File: src/rtl/trace_stream_packer.sv
// -----------------------------------------------------------------------------
// trace_stream_packer
//
// Purpose:
//   Captures trace items {pc, instr, cycle delta, overflow flag} from the
//   monitored instruction stream (after trace_filter has decided whether to
//   drop each instruction) into a first-word-fall-through FIFO. The FIFO is
//   drained as an AXI-Stream-style valid/ready stream, with tlast marking
//   every ITEMS_PER_PACKET-th item. Items lost because the FIFO was full are
//   counted, and the next item that does get stored carries an overflow flag.
//
// Ports:
//   clk         in   clock, all state updates on the rising edge
//   rst         in   asynchronous active-high reset
//   en          in   capture enable (0 blocks captures, draining continues)
//   pc_valid    in   pc/instr valid this cycle
//   pc          in   PC of the instruction            [PC_WIDTH]
//   instr       in   instruction word                 [INSTR_WIDTH]
//   drop_instr  in   trace_filter drop decision, same cycle as pc_valid
//   m_tvalid    out  stream item valid
//   m_tready    in   downstream ready
//   m_tdata     out  {pc, instr, delta[30:0], ovf_flag}
//   m_tlast     out  last item of packet
//   fifo_level  out  current FIFO occupancy          [$clog2(FIFO_DEPTH)+1]
//   ovf_count   out  saturating count of lost items  [OVF_COUNT_WIDTH]
// -----------------------------------------------------------------------------
module trace_stream_packer #(
  parameter int PC_WIDTH         = 64,
  parameter int INSTR_WIDTH      = 32,
  parameter int FIFO_DEPTH       = 16,
  parameter int ITEMS_PER_PACKET = 8,
  parameter int OVF_COUNT_WIDTH  = 16
) (
  input  logic                                 clk,
  input  logic                                 rst,
  input  logic                                 en,
  input  logic                                 pc_valid,
  input  logic [PC_WIDTH-1:0]                  pc,
  input  logic [INSTR_WIDTH-1:0]               instr,
  input  logic                                 drop_instr,
  output logic                                 m_tvalid,
  input  logic                                 m_tready,
  output logic [PC_WIDTH+INSTR_WIDTH+32-1:0]   m_tdata,
  output logic                                 m_tlast,
  output logic [$clog2(FIFO_DEPTH):0]          fifo_level,
  output logic [OVF_COUNT_WIDTH-1:0]           ovf_count
);

  localparam int DATA_W  = PC_WIDTH + INSTR_WIDTH + 32;
  localparam int ADDR_W  = $clog2(FIFO_DEPTH);
  localparam int LEVEL_W = ADDR_W + 1;
  // A one-item packet still needs a one-bit counter to keep widths legal.
  localparam int PKT_W   = (ITEMS_PER_PACKET > 1) ? $clog2(ITEMS_PER_PACKET) : 1;

  localparam logic [LEVEL_W-1:0]         LEVEL_FULL = LEVEL_W'(FIFO_DEPTH);
  localparam logic [LEVEL_W-1:0]         LEVEL_ONE  = LEVEL_W'(1);
  localparam logic [ADDR_W-1:0]          PTR_ONE    = ADDR_W'(1);
  localparam logic [PKT_W-1:0]           PKT_LAST   = PKT_W'(ITEMS_PER_PACKET - 1);
  localparam logic [PKT_W-1:0]           PKT_ONE    = PKT_W'(1);
  localparam logic [30:0]                DELTA_MAX  = {31{1'b1}};
  localparam logic [30:0]                DELTA_ONE  = 31'd1;
  localparam logic [OVF_COUNT_WIDTH-1:0] OVF_MAX    = {OVF_COUNT_WIDTH{1'b1}};
  localparam logic [OVF_COUNT_WIDTH-1:0] OVF_ONE    = OVF_COUNT_WIDTH'(1);

  // Storage
  logic [DATA_W-1:0]           mem_data_r [FIFO_DEPTH];
  logic [FIFO_DEPTH-1:0]       mem_last_r;

  // Control state
  logic [ADDR_W-1:0]           wr_ptr_r;
  logic [ADDR_W-1:0]           rd_ptr_r;
  logic [LEVEL_W-1:0]          level_r;
  logic [LEVEL_W-1:0]          level_next_s;
  logic [PKT_W-1:0]            pkt_cnt_r;
  logic [30:0]                 since_last_r;
  logic                        ovf_pending_r;
  logic [OVF_COUNT_WIDTH-1:0]  ovf_count_r;

  // Handshake decode
  logic                        cap_s;
  logic                        full_s;
  logic                        push_s;
  logic                        pop_s;
  logic                        lost_s;
  logic                        item_last_s;
  logic [DATA_W-1:0]           item_s;

  // Capture/push/pop decode. A pop frees a slot in the same edge, so a full
  // FIFO can still accept a push while the consumer is taking an item.
  always_comb begin
    cap_s       = en & pc_valid & ~drop_instr;
    full_s      = (level_r == LEVEL_FULL);
    pop_s       = m_tvalid & m_tready;
    push_s      = cap_s & (~full_s | pop_s);
    lost_s      = cap_s & ~push_s;
    item_last_s = (pkt_cnt_r == PKT_LAST);
    item_s      = {pc, instr, since_last_r, ovf_pending_r};
  end

  // Occupancy update from the push/pop pair.
  always_comb begin
    level_next_s = level_r;
    case ({push_s, pop_s})
      2'b10:   level_next_s = level_r + LEVEL_ONE;
      2'b01:   level_next_s = level_r - LEVEL_ONE;
      default: level_next_s = level_r;
    endcase
  end

  // Item storage. Contents need no reset: an empty FIFO masks the read port.
  always_ff @(posedge clk) begin
    if (push_s) begin
      mem_data_r[wr_ptr_r] <= item_s;
      mem_last_r[wr_ptr_r] <= item_last_s;
    end
  end

  // Pointers and occupancy. Power-of-two depth makes pointer wrap implicit.
  always_ff @(posedge clk or posedge rst) begin
    if (rst) begin
      wr_ptr_r <= '0;
      rd_ptr_r <= '0;
      level_r  <= '0;
    end else begin
      if (push_s) begin
        wr_ptr_r <= wr_ptr_r + PTR_ONE;
      end
      if (pop_s) begin
        rd_ptr_r <= rd_ptr_r + PTR_ONE;
      end
      level_r <= level_next_s;
    end
  end

  // Packet position; only stored items advance it, so lost items and
  // en-low gaps leave the packet boundary where it was.
  always_ff @(posedge clk or posedge rst) begin
    if (rst) begin
      pkt_cnt_r <= '0;
    end else if (push_s) begin
      if (item_last_s) begin
        pkt_cnt_r <= '0;
      end else begin
        pkt_cnt_r <= pkt_cnt_r + PKT_ONE;
      end
    end
  end

  // Cycles since the previous capture. Restarts at 1 on every capture,
  // stored or lost, so back-to-back captures report a delta of 1.
  always_ff @(posedge clk or posedge rst) begin
    if (rst) begin
      since_last_r <= '0;
    end else if (cap_s) begin
      since_last_r <= DELTA_ONE;
    end else if (since_last_r != DELTA_MAX) begin
      since_last_r <= since_last_r + DELTA_ONE;
    end
  end

  // Overflow bookkeeping: lost captures are counted (saturating) and flag
  // the next stored item, which consumes the pending flag.
  always_ff @(posedge clk or posedge rst) begin
    if (rst) begin
      ovf_pending_r <= 1'b0;
      ovf_count_r   <= '0;
    end else if (push_s) begin
      ovf_pending_r <= 1'b0;
    end else if (lost_s) begin
      ovf_pending_r <= 1'b1;
      if (ovf_count_r != OVF_MAX) begin
        ovf_count_r <= ovf_count_r + OVF_ONE;
      end
    end
  end

  // Stream outputs come straight from registered state, so m_tready has no
  // combinational path to m_tvalid and the head item is stable while stalled.
  always_comb begin
    m_tvalid   = (level_r != '0);
    m_tdata    = m_tvalid ? mem_data_r[rd_ptr_r] : '0;
    m_tlast    = m_tvalid & mem_last_r[rd_ptr_r];
    fifo_level = level_r;
    ovf_count  = ovf_count_r;
  end

endmodule

File: config.mk
export PLATFORM = sky130hd
export DESIGN_NAME = trace_stream_packer
export DESIGN_NICKNAME = d
export VERILOG_FILES = /design/src/rtl/trace_stream_packer.sv
export SDC_FILE = /design/constraint.sdc
export NUM_CORES = 2
export LEC_CHECK = 0
export BUFFER_PORTS_ARGS = -buffer_cell sky130_fd_sc_hd__buf_2
export CORE_ASPECT_RATIO = 1.75
export CORE_MARGIN = 2
export CORE_UTILIZATION = 40
export CTS_BUF_LIST = sky130_fd_sc_hd__clkbuf_8 sky130_fd_sc_hd__clkbuf_16
export DETAILED_ROUTE_END_ITERATION = 10
export PLACE_DENSITY = 0.59
export SETUP_SLACK_MARGIN = 0.05
export SYNTH_ARGS = -nofsm -noshare
export SYNTH_HDL_FRONTEND = slang
export SYNTH_SLANG_ARGS = --single-unit
File: constraint.sdc
create_clock -name clk -period 13.9 [get_ports clk]
set_clock_uncertainty 0.2 [all_clocks]
set_input_delay 1.39 -clock clk [delete_from_list [all_inputs] [get_ports clk]]
set_output_delay 1.39 -clock clk [all_outputs]
set_load 0.02 [all_outputs]
==> results_dict.tcl <==
set metrics [dict create \
    ys_async_sr_fraction_pct 3.008 \
    syn_inst 3362 \
    ys_warn_count 0 \
    wl_per_cell_um 29.29 \
    die_area_um2 207500 \
    io_pins 253 \
    total_power_mw 17.89 \
    hold_violations 0 \
    finalMaxSlewViolations 0 \
    area_growth_pct 13.14 \
    post_cts_buffers 0 \
    synth_area_um2 81500 \
    place.gp.congestion 0.7070 \
    drive_gt1_share_pct 33.02 \
    leakagePower_nw 29.14 \
    regArea_um2 63600 \
    ir_drop_mv 0.1789 \
    cts_buffer_depth 4 \
    grt_remaining_overflow 0 \
    layout_common_cells "2,064 x edfxtp_1, 645 x mux4_2, 252 x buf_2, 200 x clkbuf_16, 131 x and2_1" \
    cp-end-kind "primary output" \
    period_needed_ns 6.726 \
    ys_ff_latch 2128 \
    cts_max_level 4 \
    antenna_found_initial 30 \
    io_buffers 252 \
    worstSetupPathType "flop to primary output" \
    maxCapViolCount 0 \
    rows 219 \
    syn_nets 3477 \
    nFillCells 16820 \
    cts.sinks 2128 \
    critPathMaxFanout 46 \
    fmax_ghz 0.1487 \
    final_common_cell "edfxtp_1" \
    grt_max_degree 156 \
    via_per_inst 5.583 \
    drt_iter0_markers 2884 \
    start_util_pct 40.14 \
    setup_tns_ns 0 \
    nets 3829 \
    max_slew_margin_pct 23.00 \
    syn_area_per_cell_um2 24.24 \
    cp_data_required_time_ns 12.31 \
    grt_pass1_wl_um 277100 \
    rsz0062_at_grt "false" \
    synth_largest_area_cell "edfxtp_1" \
    fin_crit_sh_pct 48.39 \
    cts.clk_slew.worst_paths_ns 0.06 \
    ant_nets 0 \
    die_h_um 601.1 \
    ys_seq_area_share_pct 78.02 \
    synth-edff-count 2064 \
    clk_latency_ns 0.82 \
    start_kind "flop" \
    grt_pass1_vias 38920 \
    yosys.cell_types.count 47 \
    worst_pin_slew_ns 1.155 \
    cts-resized-gates 0 \
    pwr_density_cell_nw_per_um2 194.0 \
    synth_flop_cell "edfxtp_1" \
    crit_arrival_ns 5.14 \
    cts_tree "yes" \
    core_area_um2 203000 \
    synthTopCellsByArea "edfxtp_1 76%, mux4_2 18%, dfrtp_1 2.0%" \
    cts_buffers 198 \
    outcome "finished, final reports clean" \
    synth_top_area_share_pct 76.05 \
    setup_viol_count_final 0 \
    postCtsHoldBufs 0 \
    routed_wl_um 191200 \
    firstDrtPassIters 5 \
    multi_input_area_um2 17230 \
    vias 36440 \
    grt.total_usage_pct 18.39 \
    drc 0 \
    holdCritPathClass "flop to flop" \
    cts_root_buffer "clkbuf_16" \
    die_w_um 345.2 \
    place_hpwl_um 95910 \
]
-- stage by stage --
step	hold slack [ns]	area (µm²)	setup slack [ns]	cells	util (%)
2_1_floorplan	0.2849	81500	1.837	3362	-
3_3_place_gp	0.2944	86090	7.796	6166	42.40
3_5_place_dp	0.3069	86090	7.778	6166	42.40
4_1_cts	0.3216	92190	6.870	6519	45.40
5_1_grt	0.3309	92200	6.722	6524	45.41
6_report	0.3176	92210	7.174	6527	45.41
-- critical path: stages, from the launching register on --
cell,delay [ns]
dfrtp_4,0.98
buf_4,0.87
buf_4,0.87
mux4_2,0.61
mux4_2,0.55
and2_1,0.21
buf_2,0.19
-- registers in the layout, summed over array words and instances, names as in the netlist --
| register | cells |
|---|---|
| mem_data_r | 2048 |
| since_last_r | 31 |
| fifo_level | 5 |
| ovf_count | 16 |
| mem_last_r | 16 |
| rd_ptr_r | 4 |
| ovf_pending_r | 1 |
| pkt_cnt_r | 3 |
| wr_ptr_r | 4 |
-- final cells by class --
cell class                      instances  share of cell area, %
Timing Repair Buffer                  329                  2.076
Inverter                                9                0.03799
Clock inverter                        151                  1.152
Sequential cell                      2128                  68.97
Tap cell                             2652                  3.599
Multi-Input combinational cell       1048                  18.69
Antenna cell                            8                0.02171
Clock buffer                          202                  5.458
-- logic make-up after synthesis --
kind of cell | Yosys count | synth area share [%]
flops | 2128 | 78.02
mux | 655 | 17.96
simple gates | 285 | 1.930
buf+inv | 186 | 0.9887
compound gates | 52 | 0.4468
xor+xnor | 43 | 0.4621
fa+ha+maj | 13 | 0.1996
-- where the power goes --
group | switching (mW) | leakage, nW | internal, mW | total [mW]
Sequential | 0.237 | 19.5 | 7.24 | 7.47
Clock | 2.31 | 3.13 | 2.88 | 5.19
Combinational | 2.75 | 6.47 | 2.48 | 5.23
Total | 5.30 | 29.1 | 12.6 | 17.9
-- layer usage --
metal	GRT usage (%)	vias to the layer above	routed length (µm)
met4	4.468	20	4100
met1	24.09	20080	77870
li1	-	15100	-
met3	3.159	277	10120
met5	0	-	114
met2	31.98	961	98970
-- path summary, 6_finish.rpt --
path / startpoint / endpoint / slack (ns) / cells past startpoint
worst max-delay path: rd_ptr_r[0]$_DFFE_PP0P_ / m_tdata[8] / 7.17 / 6
worst min-delay path: pkt_cnt_r[2]$_DFFE_PP0P_ / pkt_cnt_r[2]$_DFFE_PP0P_ / 0.32 / 1
min in group asynchronous: rst / ovf_count[5]$_DFFE_PP0P_ / 0.64 / 3
max in group asynchronous: rst / rd_ptr_r[0]$_DFFE_PP0P_ / 12.12 / 3
worst min register to register: pkt_cnt_r[2]$_DFFE_PP0P_ / pkt_cnt_r[2]$_DFFE_PP0P_ / 0.32 / 1
worst max register to register: fifo_level[1]$_DFFE_PP0P_ / mem_data_r[15][84]$_DFFE_PP_ / 9.57 / 7
-- cells in the mapped netlist, types with 3 or more instances --
master,number
edfxtp_1,2064
mux4_2,645
and2_1,131
clkbuf_1,95
dfrtp_1,64
buf_2,62
nor2_1,42
nand2_1,37
xnor2_1,33
nand3_1,23
buf_1,16
ha_1,13
a21oi_1,11
nand4_1,11
nor3_1,10
xor2_1,10
a31oi_1,9
inv_1,9
o21ai_0,9
and3_1,8
and4_1,7
mux2_2,7
or3_1,5
buf_6,4
a211oi_1,3
a311oi_1,3
mux2i_1,3
nor4_1,3
o211ai_1,3
Note: power is estimated with default switching activity, not from simulation.
